### config.mk
export PLATFORM = sky130hd
export DESIGN_NAME = peek_resp_uart_tx
export DESIGN_NICKNAME = d
export VERILOG_FILES = /design/src/rtl/peek_link_pkg.sv /design/src/rtl/uart_baud_gen.sv /design/src/rtl/peek_resp_uart_tx.sv
export SDC_FILE = /design/constraint.sdc
export NUM_CORES = 1
export LEC_CHECK = 0
export BUFFER_PORTS_ARGS = -buffer_cell sky130_fd_sc_hd__clkbuf_2
export CAP_MARGIN = 20
export CORE_MARGIN = 2
export CORE_UTILIZATION = 35
export CTS_BUF_LIST = sky130_fd_sc_hd__clkbuf_16
export CTS_CLUSTER_SIZE = 30
export DETAILED_ROUTE_END_ITERATION = 10
export PLACE_DENSITY = 0.56
export SKIP_LAST_GASP = 1
export SLEW_MARGIN = 20
export SYNTH_ARGS = -nofsm -noshare
export SYNTH_HDL_FRONTEND = slang
export SYNTH_SLANG_ARGS = --single-unit
### constraint.sdc
create_clock -name clk -period 4.75 [get_ports clk]
set_input_delay 0 -clock clk [delete_from_list [all_inputs] [get_ports clk]]
set_output_delay 0 -clock clk [all_outputs]
set_load 0.03 [all_outputs]
### src/rtl/peek_link_pkg.sv
// Shared types and constants for the peek debug link (command and response paths).
package peek_link_pkg;

  localparam int PEEK_FRAME_BYTES = 5;
  localparam int UART_DATA_BITS   = 8;

  typedef enum logic [1:0] {IDLE, START, DATA, STOP} tx_state_t;

  typedef struct packed {
    logic [7:0]  id;
    logic [31:0] data;
  } peek_resp_t;

endpackage

### src/rtl/uart_baud_gen.sv
// Bit-period counter: counts clk cycles while enabled and flags the last cycle of each bit.
module uart_baud_gen #(
  parameter int CLK_DIV = 16
) (
  input  logic clk,
  input  logic rst,
  input  logic en,
  output logic tick
);

  localparam int CW = (CLK_DIV > 1) ? $clog2(CLK_DIV) : 1;
  localparam logic [CW-1:0] LAST = CW'(CLK_DIV - 1);

  logic [CW-1:0] cnt_reg;

  // Held at zero while disabled so every frame starts on a fresh bit period.
  always_ff @(posedge clk) begin
    if (rst || !en) begin
      cnt_reg <= '0;
    end else if (cnt_reg == LAST) begin
      cnt_reg <= '0;
    end else begin
      cnt_reg <= cnt_reg + CW'(1);
    end
  end

  assign tick = en && (cnt_reg == LAST);

endmodule

### src/rtl/peek_resp_uart_tx.sv
// Serialises a peek response {id, data} onto the UART tx line as a 5-byte 8N1 frame, LSB first.
module peek_resp_uart_tx
  import peek_link_pkg::*;
#(
  parameter int CLK_DIV     = 16,
  parameter int FRAME_BYTES = PEEK_FRAME_BYTES
) (
  input  logic        clk,
  input  logic        rst,
  input  logic        resp_valid,
  output logic        resp_ready,
  input  logic [7:0]  resp_id,
  input  logic [31:0] resp_data,
  output logic        tx,
  output logic        busy,
  output logic        clk_tx_tick
);

  localparam logic [2:0] LAST_BIT  = 3'(UART_DATA_BITS - 1);
  localparam logic [2:0] LAST_BYTE = 3'(FRAME_BYTES - 1);

  tx_state_t  state_reg, state_next;
  peek_resp_t shift_reg;
  peek_resp_t captured;
  logic [2:0] bit_cnt_reg;
  logic [2:0] byte_cnt_reg;
  logic       ready_en_reg;
  logic       baud_en;
  logic       tick;
  logic       handshake;

  assign captured  = '{id: resp_id, data: resp_data};
  assign baud_en   = (state_reg != IDLE);
  assign handshake = resp_valid && resp_ready;

  uart_baud_gen #(
    .CLK_DIV(CLK_DIV)
  ) u_baud (
    .clk (clk),
    .rst (rst),
    .en  (baud_en),
    .tick(tick)
  );

  always_ff @(posedge clk) begin
    if (rst) begin
      state_reg <= IDLE;
    end else begin
      state_reg <= state_next;
    end
  end

  always_comb begin
    state_next = state_reg;
    unique case (state_reg)
      IDLE:  if (handshake) state_next = START;
      START: if (tick) state_next = DATA;
      DATA:  if (tick && bit_cnt_reg == LAST_BIT) state_next = STOP;
      STOP:  if (tick) state_next = (byte_cnt_reg == LAST_BYTE) ? IDLE : START;
      default: state_next = IDLE;
    endcase
  end

  // The buffer shifts right once per data bit, so bit 0 always holds the bit on the line.
  always_ff @(posedge clk) begin
    if (rst) begin
      shift_reg    <= '0;
      bit_cnt_reg  <= '0;
      byte_cnt_reg <= '0;
      ready_en_reg <= 1'b0;
    end else begin
      ready_en_reg <= 1'b1;
      unique case (state_reg)
        IDLE: begin
          if (handshake) begin
            shift_reg    <= captured;
            bit_cnt_reg  <= '0;
            byte_cnt_reg <= '0;
          end
        end
        DATA: begin
          if (tick) begin
            shift_reg   <= shift_reg >> 1;
            bit_cnt_reg <= bit_cnt_reg + 3'd1;
          end
        end
        STOP: begin
          if (tick && byte_cnt_reg != LAST_BYTE) begin
            byte_cnt_reg <= byte_cnt_reg + 3'd1;
          end
        end
        default: ;
      endcase
    end
  end

  always_comb begin
    tx          = 1'b1;
    busy        = (state_reg != IDLE);
    resp_ready  = (state_reg == IDLE) && ready_en_reg;
    clk_tx_tick = tick;
    unique case (state_reg)
      START:   tx = 1'b0;
      DATA:    tx = shift_reg[0];
      default: tx = 1'b1;
    endcase
  end

endmodule
# Yosys cells after proc, flatten, opt, wreduce, memory -nomap -nowiden
# Cells that the tools add are included.
[word_totals] n_memories=0 latch_bits=0 rom_bits=0 input_bits=43 ram_bits=0 regBits=53 output_inout_bits=4
[classes] n_mux=16 shift=0 order_cmp=0 bitwise_logic=0 n_reduce_logical=15 addsub=3 n_mul=0 eq_ne=13 n_div=0
[ops] op="$mux W40" count=2
[ops] op="$pmux W40 S2" count=1
[ops] op="$ne A2 B2 Y1 const B" count=6
[ops] op="$pmux W3 S2" count=2
[ops] op="$mux W3" count=3
[ops] op="$mux W2" count=4
[ops] op="$pmux W2 S4" count=1
[ops] op="$add A3 B1 Y3 const B" count=2
[ops] op="$eq A3 B3 Y1 const B" count=2
[ops] op="$reduce_and A3 Y1" count=2
[ops] op="$reduce_bool A2 Y1" count=3
[ops] op="$logic_and A1 B1 Y1" count=5
[ops] op="$add A4 B1 Y4 const B" count=1
[ops] op="$eq A2 B2 Y1 const B" count=2
[ops] op="$eq A4 B4 Y1 const B" count=1
[ops] op="$reduce_and A4 Y1" count=1
[ops] op="$ne A3 B3 Y1 const B" count=1
[ops] op="$eq A2 B1 Y1 const B" count=1
[ops] op="$logic_not A2 Y1" count=1
[ops] op="$mux W1" count=2
[ops] op="$pmux W1 S2" count=1
[ops] op="$reduce_or A2 Y1" count=1
[ops] op="$logic_not A1 Y1" count=1
[ops] op="$logic_or A1 B1 Y1" count=1

# Depth between registers and ports, before layout
# Gate-level depths: netlist of the first run.
[depth] depth_word=5 mapped_depth=8

# Modules after synthesis
# A second synthesis of the first run with hierarchy kept.
[hier_totals] hier_cells=260 hier_area_um2=2668.8
[modules_own_cells] module="peek_resp_uart_tx" seq_area_each_um2=980.9 area_each_um2=2511.2 cells_each=243 n_inst=1
[modules_own_cells] module="uart_baud_gen" seq_area_each_um2=80.1 area_each_um2=157.7 cells_each=17 n_inst=1

# Worst setup path after synthesis of the first run
# No wires, ideal clock.
[synth_timing] path_type="register -> register" start="register state_reg[0]" end="register bit_cnt_reg[0]" synth_period_minus_slack_ns=1.696 arrival_ns=1.564 t_required_ns=4.618 setup_slack_ns=3.054 setup_time_ns=0.132 n_path_buf=0 path_stages_with_launch=8 cell_sequence="dfxtp_1 -> inv_1 -> ha_1 -> nand4b_4 -> inv_1 -> a21oi_1 -> a21oi_1 -> nor2_1"
[synth_via] elab_cells_between_ends=11
[synth_rtl] element="start: declaration" line="peek_resp_uart_tx.sv:22" rtl="tx_state_t state_reg, state_next;"
[synth_rtl] element="start signal: assignment" line="peek_resp_uart_tx.sv:49" rtl="state_reg <= state_next;"
[synth_rtl] element="$reduce_bool A2 Y1" line="peek_resp_uart_tx.sv:33" rtl="assign baud_en = (state_reg != IDLE);"
[synth_rtl] element="$logic_and A1 B1 Y1" line="uart_baud_gen.sv:27" rtl="assign tick = en && (cnt_reg == LAST);"
[synth_rtl] element="net clk_tx_tick" line="peek_resp_uart_tx.sv:16" rtl="output logic clk_tx_tick"
[synth_rtl] element="$ne A2 B2 Y1 (no source line)"
[synth_rtl] element="$reduce_and A3 Y1 (no source line)"
[synth_rtl] element="end signal: assignment" line="peek_resp_uart_tx.sv:84" rtl="bit_cnt_reg <= bit_cnt_reg + 3'd1;"
[synth_rtl] element="end: declaration" line="peek_resp_uart_tx.sv:25" rtl="logic [2:0] bit_cnt_reg;"
# The timed path passes the listed nets, and every way through them passes these cells.
# A chain may end at the register's enable or synchronous reset.

# Final worst setup path of the first run
[layout_timing] start="register state_reg[1]" end="register shift_reg[34] (netlist name)"
[layout_via] elab_chain_len=5 elab_cells_between_ends=11
[layout_rtl] element="$logic_not A2 Y1" line="peek_resp_uart_tx.sv:73, peek_resp_uart_tx.sv:100"
[layout_rtl] element="$logic_and A1 B1 Y1" line="peek_resp_uart_tx.sv:100" rtl="resp_ready = (state_reg == IDLE) && ready_en_reg;"
[layout_rtl] element="$logic_and A1 B1 Y1" line="peek_resp_uart_tx.sv:34" rtl="assign handshake = resp_valid && resp_ready;"
[layout_rtl] element="$ne A2 B2 Y1 (no source line)"
[layout_rtl] element="$reduce_and A3 Y1 (no source line)"
[layout_rtl] element="end signal: assignment" line="peek_resp_uart_tx.sv:76" rtl="shift_reg <= captured;"
[layout_rtl] element="end signal: assignment" line="peek_resp_uart_tx.sv:83" rtl="shift_reg <= shift_reg >> 1;"
[layout_rtl] element="end: declaration" line="peek_resp_uart_tx.sv:23" rtl="peek_resp_t shift_reg;"
# Parallel ways exist; a longest one is shown, timed or not.

==> flow_metrics.tcl, run 1 <==
set metrics [dict create \
    clockPowerShare_pct 24.4 \
    area_growth_syn_to_layout_pct 15.2 \
    die_w_um 92.1 \
    num_rows 32 \
    gr-usage-met2_pct 19.6 \
    synth_area_sq_um 2710 \
    grt-busiest-layer "met2" \
    worstSetupPathType "flop to flop" \
    io_buffers 46 \
    fmax_ghz 0.401 \
    rrSetupSlack_ns 2.25 \
    end_kind "flop" \
    synth.lib_cells_used.distinct 35 \
    tns_ns 0 \
    maxSlewHeadroom_pct 49.5 \
    postRouteAntennaNets 0 \
    synth_fa_ha_area_share_pct 4.61 \
    switching_share_pct 35.1 \
    setup_violations 0 \
    drtIter0Drc 74 \
    synthXorXnorAreaFrac_pct 0.645 \
    synth_top_family_by_area "compound AO/OA/AOI/OAI gates" \
    grt_pass1_vias 1888 \
    p_leak_nw 1.15 \
    tightest_slew_ns 0.755 \
    hpwl_um 3490 \
    yosys_register_bits 53 \
    dr.pass1.iters 4 \
    peakVddDrop_uv 189 \
    largest_reg_flops 40 \
    overflow 0 \
    grt_use_met1_pct 16.1 \
    drv_cap 0 \
    layout-drive-gt1-share_pct 33.7 \
    hold_viol 0 \
    skew_ns 0.00318 \
    numCtsBuffers 5 \
    wl_per_cell_um 12.5 \
    synth-simple-area-share_pct 12.1 \
    startpoint_type "flop" \
    fin_util_pct 41.1 \
    cts_root_buf "clkbuf_16" \
    met3_usage_pct 3.53 \
    worstPathRequired_ns 4.96 \
    dieArea_sq_um 8470 \
    worst-endpoint-arrival_ns 2.71 \
    synth_mux_area_share_pct 15.2 \
    antenna_found_initial 0 \
    p_int_mw 0.941 \
    synth_compound_area_share_pct 22.2 \
    status "finished, final reports clean" \
    grt_start_max_net_pins 46 \
    core-area_sq_um 7610 \
    syn_area_per_cell_sq_um 10.5 \
    drv_slew 0 \
    ios 47 \
    synth_edf_count 0 \
    clock_latency_ns 0.29 \
    synth_seq_area_share_pct 39.1 \
    start_util_pct 35.7 \
    pwr_density_cell_nw_per_um2 463 \
    diodes 0 \
    die_h_um 92.1 \
    drc 0 \
    cts.clk_slew.worst_paths_ns 0.07 \
    p_switching_mw 0.508 \
    synth_nets 312 \
    finalCriticalPeriod_ns 2.50 \
    syn_inst 259 \
    yosys_warnings 0 \
    grt.total_usage_pct 12.3 \
    cts_num_sinks 53 \
    nNetsFinal 352 \
    slowest_delay_ns 0.63 \
    drt_wl_total_um 5010 \
    cts.path.max_buffers 2 \
    gp_congestion 0.705 \
    crit_slowest_cell "o21ai_4" \
    hold_class "input pin to flop" \
    viasPerCell 4.74 \
    combPwrFrac_pct 35.9 \
    postCtsSetupBuffers 0 \
    whs_ns 0.0584 \
    h-tree-depth 2 \
    cts_tree "done" \
    vias 1904 \
    netlist.area_leader.share_pct 39.1 \
    finalCritPeriodShare_pct 52.6 \
    path_cells "inv_1 > ha_1 > nand4b_4 > o21ai_4 > buf_4 > nor2_1 > a211oi_2" \
    ys.flop_type "dfxtp_1" \
    crit_fanout 28 \
    synth_area_leader_cell "dfxtp_1" \
    grt_pass1_wl_um 8470 \
    synthTopCellsByArea "dfxtp_1 (39%), a211oi_2 (18%), mux2i_1 (15%)" \
    grt_setup_unrepaired "no" \
    p_seq_share_pct 39.7 \
    async_reset_ff_share_pct 0 \
]
-- synthesized netlist by cell type, types with 3 or more instances --
cell	n
mux2i_1	40
a21oi_1	6
buf_2	6
ha_1	10
nor3_1	3
a211oi_2	39
inv_1	9
dfxtp_1	53
nor2_1	46
buf_6	7
nand3_1	8
-- what timing repair did --
| item | CTS | global route |
|---|---|---|
| endpoints found under the hold margin | 1 | 0 |
| hold buffers | 1 | 0 |
| gates resized for setup | 0 | 0 |
-- power groups by stage --
stage / sequential, mW / combinational (mW) / clock [mW]
final: 0.575 / 0.520 / 0.354
after detailed placement: 0.586 / 0.529 / 0
after global routing: 0.586 / 0.582 / 0.381
after global placement: 0.585 / 0.518 / 0
after floorplan: 0.574 / 0.464 / 0
after CTS: 0.576 / 0.530 / 0.366
-- per-stage QoR --
stage | cell area [sq um] | power [mW] | setup WS [ns] | instances
after floorplan | 2710 | 1.04 | 3.05 | 259
after global routing | 3130 | 1.55 | 1.98 | 402
after detailed placement | 2970 | 1.12 | 2.23 | 393
after CTS | 3130 | 1.47 | 2.23 | 402
after global placement | 2970 | 1.10 | 2.33 | 393
final | 3130 | 1.45 | 2.25 | 402
-- final cells by class --
class | instances | area, sq um
fill | 765 | 4480
tap | 102 | 128
inverter | 10 | 37.5
sequential | 53 | 1060
multi-input combinational | 178 | 1490
timing repair buffer | 51 | 270
clock inverter | 3 | 18.8
clock buffer | 5 | 125
-- cell families (layout without fill, tap and decap cells) --
logic type,Yosys count,after routing
flops,53,53
fa+ha+maj,10,10
simple gates,69,69
compound gates,56,56
xor+xnor,2,2
buf+inv,28,69
mux,41,41
-- path summary, 6_finish.rpt --
path | startpoint | to | cells after the start
setup / recovery | state_reg[1]$_SDFFE_PP0P_ | shift_reg[34]$_SDFFE_PP0P_ | 7
hold / removal | resp_data[8] | shift_reg[8]$_SDFFE_PP0P_ | 3
setup reg to reg | state_reg[1]$_SDFFE_PP0P_ | shift_reg[34]$_SDFFE_PP0P_ | 7
hold reg to reg | u_baud.cnt_reg[0]$_SDFF_PP0_ | u_baud.cnt_reg[0]$_SDFF_PP0_ | 1
-- worst max-delay path, delay by kind of cell, from the launching register on --
| kind | cells | cell delay, ns |
|---|---|---|
| compound gates | 2 | 0.83 |
| flops | 1 | 0.40 |
| simple gates | 2 | 0.35 |
| fa+ha+maj | 1 | 0.27 |
| buf+inv | 2 | 0.55 |
-- layer usage --
layer	up-vias	wire length [um]
met5	-	0
met4	0	39
met3	2	195
met2	31	2320
met1	865	2460
li1	1006	-
-- cells in the final DEF, fill, tap and decap left out, drive strengths merged, types with 2 or more instances in the layout --
master / synthesis / layout
nand2: 2 / 2
buf: 16 / 4
inv: 10 / 11
nand4b: 3 / 3
o21ai: 4 / 4
dfxtp: 53 / 53
nor2: 46 / 46
mux2i: 40 / 40
clkinvlp: 0 / 2
ha: 10 / 10
nand3: 8 / 8
clkbuf: 2 / 51
and2: 2 / 2
a211oi: 41 / 41
and4b: 2 / 2
a21oi: 6 / 6
nor3: 3 / 3
No activity file was read; power rests on OpenSTA's default activity.
==> run 2: changes to the inputs <==
--- a/config.mk
+++ b/config.mk
@@ -5,6 +5,7 @@
 export SDC_FILE = /design/constraint.sdc
 export NUM_CORES = 1
 export LEC_CHECK = 0
+export ABC_AREA = 1
 export BUFFER_PORTS_ARGS = -buffer_cell sky130_fd_sc_hd__clkbuf_2
 export CAP_MARGIN = 20
 export CORE_MARGIN = 2
@@ -12,7 +13,7 @@
 export CTS_BUF_LIST = sky130_fd_sc_hd__clkbuf_16
 export CTS_CLUSTER_SIZE = 30
 export DETAILED_ROUTE_END_ITERATION = 10
-export PLACE_DENSITY = 0.56
+export PLACE_DENSITY = 0.58
 export SKIP_LAST_GASP = 1
 export SLEW_MARGIN = 20
 export SYNTH_ARGS = -nofsm -noshare
==> constraint.sdc (replaced) <==
create_clock -name clk -period 2.05 [get_ports clk]
set_input_delay 0 -clock clk [delete_from_list [all_inputs] [get_ports clk]]
set_output_delay 0 -clock clk [all_outputs]
set_load 0.03 [all_outputs]
==> flow_metrics.tcl, run 2 <==
set metrics [dict create \
    status "finished, final reports clean" \
    setup_violations 0 \
    dieArea_sq_um 8150 \
    drv_cap 0 \
    final_common_cell "nand2_1" \
    switching_share_pct 39.7 \
    path_buf_inv 3 \
    synth_area_leader_cell "dfxtp_1" \
    hold_viol 0 \
    fmax_ghz 0.555 \
    core-area_sq_um 7210 \
    cts_root_buf "clkbuf_16" \
    nNetsFinal 486 \
    viasPerCell 4.51 \
    hold_class "input pin to flop" \
    drtIter0Drc 181 \
    worstSetupPathType "flop to output pin" \
    worstPathRequired_ns 2.05 \
    end_kind "output pin" \
    slowest_delay_ns 0.35 \
    pwr_density_cell_nw_per_um2 1140 \
    dr.pass1.iters 4 \
    crit_slowest_cell "dfxtp_1" \
    worst-endpoint-arrival_ns 1.80 \
    crit_fanout 43 \
    mostFrequentLayoutCells "nand2_1 (137), nor2_1 (86), dfxtp_1 (53), clkbuf_2 (46), o21ai_0 (44)" \
    syn_area_per_cell_sq_um 6.61 \
    drv_slew 0 \
    skew_ns 0.00398 \
    num_rows 31 \
    die_w_um 90.3 \
    cts.path.max_buffers 2 \
    wl_per_cell_um 11.0 \
    syn_inst 394 \
    ys.flop_type "dfxtp_1" \
    antenna_found_initial 0 \
    vias 2397 \
    yosys_warnings 0 \
    cts_tree "done" \
    p_int_mw 2.09 \
    start_util_pct 36.1 \
    grt_pass1_wl_um 9650 \
    p_leak_nw 1.52 \
    clock_latency_ns 0.28 \
    grt_setup_unrepaired "no" \
    combPwrFrac_pct 38.6 \
    overflow 0 \
    netlist.area_leader.share_pct 40.7 \
    tns_ns 0 \
    layout-drive-gt1-share_pct 15.7 \
    clockPowerShare_pct 22.7 \
    yosysMostFrequentCell "nand2_1" \
    gp_congestion 0.827 \
    diodes 0 \
    finalCritPeriodShare_pct 87.9 \
    whs_ns 0.0263 \
    synth_seq_area_share_pct 40.7 \
    area_growth_syn_to_layout_pct 16.3 \
    largest_reg_flops 40 \
    cts_num_sinks 53 \
    h-tree-depth 2 \
    p_seq_share_pct 38.7 \
    synthTopCellsByArea "dfxtp_1 (41%), nand2_1 (20%), nor2_1 (12%)" \
    startpoint_type "flop" \
    synth_area_sq_um 2610 \
    yosys_register_bits 53 \
    grt_start_max_net_pins 44 \
    drc 0 \
    critPathTopFamily "buffers and inverters" \
    drt_wl_total_um 5840 \
    ios 47 \
    cts.clk_slew.worst_paths_ns 0.07 \
    die_h_um 90.3 \
    path_cells "inv_1 > ha_2 > buf_6 > nand2_1 > o21ai_0 > clkbuf_2" \
    synth.lib_cells_used.distinct 24 \
    place_ws_ns 0.0963 \
    grt.total_usage_pct 14.2 \
    finalCriticalPeriod_ns 1.80 \
    maxSlewHeadroom_pct 70.6 \
    ys_top_cells_by_count "nand2_1 (137), nor2_1 (86), dfxtp_1 (53)" \
    peakVddDrop_uv 422 \
    fillers 798 \
    tightest_slew_ns 0.442 \
    grt_pass1_vias 2144 \
    hpwl_um 3730 \
    io_buffers 46 \
    synth_nets 447 \
    numCtsBuffers 5 \
    postRouteAntennaNets 0 \
    async_reset_ff_share_pct 0 \
    finalWorstSetupSlack_ns 0.249 \
    p_switching_mw 1.37 \
    synth_edf_count 0 \
]
[run 2: cell count changes in the layout (fill, tap and decap cells not counted), sizes merged, moves of 2 or more]
| cell | delta |
|---|---|
| clkinvlp | -2 |
| o21ai | +40 |
| and4b | -2 |
| and2 | -2 |
| mux2i | -40 |
| nand4b | -3 |
| a21oi | +3 |
| clkinv | +2 |
| nand2 | +137 |
| nor2 | +44 |
| nor3 | -2 |
| nand3 | +2 |
| a211oi | -41 |
[run 2: cell type report]
| class | count | area, sq um | area share (%) |
|---|---|---|---|
| inverters | 12 | 47.5 | 1.57 |
| multi-input cells | 308 | 1370 | 45.2 |
| clock inverters | 1 | 5.00 | 0.165 |
| repair buffers | 53 | 299 | 9.86 |
| flip-flops and latches | 53 | 1060 | 35.0 |
| clock buffers | 5 | 125 | 4.13 |
| well taps | 99 | 124 | 4.09 |
[run 2: stage by stage]
step	power, mW	utilization, %	area (sq um)	instances
final	3.46	42.0	3030	531
after global routing	3.76	42.0	3030	531
after CTS	3.49	41.8	3020	531
after detailed placement	2.69	39.8	2870	523
after global placement	2.68	39.8	2870	523
after floorplan	2.42	-	2610	394
[run 2: tightest hold or removal path, cell delays in order]
cell      delay [ns]
clkbuf_2        0.07
nand2_1         0.04
nand2_1         0.05
nor2_1          0.04
nor2_1          0.08
[run 2: worst paths after layout]
path | from | end | slack, ns | depth (start not counted)
worst min-delay path | resp_id[4] | shift_reg[36]$_SDFFE_PP0P_ | 0.03 | 5
worst max register to register | state_reg[0]$_SDFFE_PP0P_ | shift_reg[39]$_SDFFE_PP0P_ | 0.27 | 8
worst max-delay path | state_reg[0]$_SDFFE_PP0P_ | tx | 0.25 | 6
worst min register to register | u_baud.cnt_reg[0]$_SDFF_PP0_ | u_baud.cnt_reg[0]$_SDFF_PP0_ | 0.45 | 1
[run 2: metal layers]
layer / routed length (um) / GRT usage [%] / up-vias
li1: - / - / 1302
met5: 0 / 0 / -
met1: 2850 / 17.9 / 1039
met2: 2650 / 23.9 / 48
met3: 261 / 3.92 / 8
met4: 81 / 3.97 / 0
[run 2: power groups by stage]
| stage | combinational (mW) | clock [mW] | sequential [mW] |
|---|---|---|---|
| 6_report | 1.34 | 0.784 | 1.34 |
| 5_1_grt | 1.55 | 0.854 | 1.36 |
| 4_1_cts | 1.34 | 0.814 | 1.34 |
| 3_5_place_dp | 1.33 | 0 | 1.36 |
| 3_3_place_gp | 1.33 | 0 | 1.35 |
| 2_1_floorplan | 1.08 | 0 | 1.33 |
[run 2: what timing repair did]
item,4_1_cts,5_1_grt
setup endpoints to repair,0,21
hold buffers,2,0
setup buffers,0,0
hold endpoints to repair,4,0
gates resized for setup,0,5
[run 2: logic make-up after synthesis]
| family | share of synthesized area [%] |
|---|---|
| and+or+nand+nor | 36.8 |
| AOI/OAI and AO/OA | 10.2 |
| DFF | 40.7 |
| buffers and inverters | 6.82 |
| adders and majority gates | 4.80 |
| xor gates and xnor gates | 0.672 |
==> run 3: changes to the inputs <==
--- a/config.mk
+++ b/config.mk
@@ -13,6 +13,7 @@
 export CTS_BUF_LIST = sky130_fd_sc_hd__clkbuf_16
 export CTS_CLUSTER_SIZE = 30
 export DETAILED_ROUTE_END_ITERATION = 10
+export MAX_ROUTING_LAYER = met4
 export PLACE_DENSITY = 0.58
 export SKIP_LAST_GASP = 1
 export SLEW_MARGIN = 20
==> flow_metrics.tcl, run 3 (synthesis results as in run 2) <==
set metrics [dict create \
    h-tree-depth 2 \
    critPathTopFamily "buffers and inverters" \
    r2r-start "state_reg[0]$_SDFFE_PP0P_" \
    path_depth 6 \
    drtIter0Drc 172 \
    numCtsBuffers 5 \
    diodes 0 \
    grt_pass1_vias 2149 \
    finalCritPeriodShare_pct 87.9 \
    dieArea_sq_um 8150 \
    setup_violations 0 \
    fillers 798 \
    crit_slowest_cell "dfxtp_1" \
    grt_start_max_net_pins 44 \
    layout-drive-gt1-share_pct 15.7 \
    cts_num_sinks 53 \
    grt.total_usage_pct 14.6 \
    instances_no_fill 531 \
    multiInputGateArea_sq_um 1370 \
    worst-endpoint-arrival_ns 1.80 \
    regArea_sq_um 1060 \
    hold_viol 0 \
    p_leak_nw 1.52 \
    crit_fanout 43 \
    gp_congestion 0.839 \
    drc 0 \
    rrSetupSlack_ns 0.27 \
    mostFrequentLayoutCells "nand2_1 (137), nor2_1 (86), dfxtp_1 (53), clkbuf_2 (46), o21ai_0 (44)" \
    viasPerCell 4.52 \
    hold_class "input pin to flop" \
    final_common_cell "nand2_1" \
    hpwl_um 3730 \
    maxSlewHeadroom_pct 70.5 \
    grt_setup_unrepaired "no" \
    io_buffers 46 \
    drv_cap 0 \
    ios 47 \
    place_area_sq_um 2870 \
    largest_reg_flops 40 \
    skew_ns 0.00398 \
    tightest_slew_ns 0.443 \
    antenna_found_initial 0 \
    cts_root_buf "clkbuf_16" \
    place_inst 523 \
    die_w_um 90.3 \
    overflow 0 \
    peakVddDrop_uv 422 \
    clock_latency_ns 0.29 \
    path_buf_inv 3 \
    finalInstanceArea_sq_um 3030 \
    pwr_density_cell_nw_per_um2 1140 \
    path_cells "inv_1 > ha_2 > buf_6 > nand2_1 > o21ai_0 > clkbuf_2" \
    grt_pass1_wl_um 9640 \
    startpoint_type "flop" \
    die_h_um 90.3 \
    worst_r2r_path_depth 8 \
    endpoint "tx" \
    fmax_ghz 0.555 \
    nNetsFinal 486 \
    start_util_pct 36.1 \
    power_mw 3.46 \
    dr.pass1.iters 4 \
    status "finished, final reports clean" \
    r2r-end "shift_reg[39]$_SDFFE_PP0P_" \
    end_kind "output pin" \
    cts.clk_slew.worst_paths_ns 0.07 \
    tns_ns 0 \
    finalCriticalPeriod_ns 1.80 \
    area_growth_syn_to_layout_pct 16.3 \
    critPathLaunch "state_reg[0]$_SDFFE_PP0P_" \
    postRouteAntennaNets 0 \
    cts.path.max_buffers 2 \
    postCtsSetupBuffers 0 \
    num_rows 31 \
    cts_tree "done" \
    slowest_delay_ns 0.35 \
    drt_wl_total_um 5840 \
    drv_slew 0 \
    wl_per_cell_um 11.0 \
    worstPathRequired_ns 2.05 \
    core-area_sq_um 7210 \
    min-delay-start "resp_id[4]" \
    worstSetupPathType "flop to output pin" \
    vias 2401 \
]
[run 3: cell counts in the layout (fill, tap and decap cells not counted)]
No cell type changed its count.
[run 3: where the power goes]
| group | switching [mW] | total (mW) | internal (mW) |
|---|---|---|---|
| logic | 0.921 | 1.34 | 0.417 |
| clock network | 0.347 | 0.784 | 0.437 |
| registers | 0.108 | 1.34 | 1.23 |
| total | 1.38 | 3.46 | 2.09 |
[run 3: worst reg2reg max path, delay by kind of cell (launching register included)]
| family | cells | cell delay, ns |
|---|---|---|
| buffers and inverters | 2 | 0.38 |
| AO/OA/AOI/OAI | 1 | 0.14 |
| adder cells (fa/ha/maj) | 1 | 0.31 |
| flip-flops | 1 | 0.39 |
| AND/OR/NAND/NOR | 4 | 0.49 |
[run 3: how the worst min path moves through the flow]
stage                                       end  depth (start not counted)
floorplan           bit_cnt_reg[1]$_SDFFE_PP0P_                          1
global placement     shift_reg[39]$_SDFFE_PP0P_                          2
detailed placement  bit_cnt_reg[1]$_SDFFE_PP0P_                          2
CTS                  shift_reg[36]$_SDFFE_PP0P_                          5
global route         shift_reg[36]$_SDFFE_PP0P_                          5
finish               shift_reg[36]$_SDFFE_PP0P_                          5
[run 3: final cells by class]
cell class / instances / area share, %
Inverter: 12 / 1.57
Timing Repair Buffer: 53 / 9.86
Clock inverter: 1 / 0.165
Clock buffer: 5 / 4.13
Sequential cell: 53 / 35.0
Multi-Input combinational cell: 308 / 45.2
Tap cell: 99 / 4.09
[run 3: stage by stage]
| stage | utilization (%) | worst slack, ns | hold WS (ns) |
|---|---|---|---|
| 3_3_place_gp | 39.8 | 0.195 | 0.266 |
| 5_1_grt | 42.0 | 0.0776 | 0.0325 |
| 2_1_floorplan | - | 0.341 | 0.0691 |
| 4_1_cts | 41.8 | 0.0864 | 0.0291 |
| 6_report | 42.0 | 0.248 | 0.0259 |
| 3_5_place_dp | 39.8 | 0.0963 | 0.270 |
[run 3: repair_timing]
item                       4_1_cts  5_1_grt
hold buffers                     2        0
hold endpoints to repair         4        0
resized for setup                0        5
setup endpoints to repair        0       21
[run 3: routing by layer]
layer | track usage [%] | vias up | wire length [um]
met1 | 18.0 | 1043 | 2860
met5 | - | - | 0
met4 | 4.74 | 0 | 59
li1 | - | 1302 | -
met2 | 23.9 | 49 | 2680
met3 | 3.26 | 7 | 242
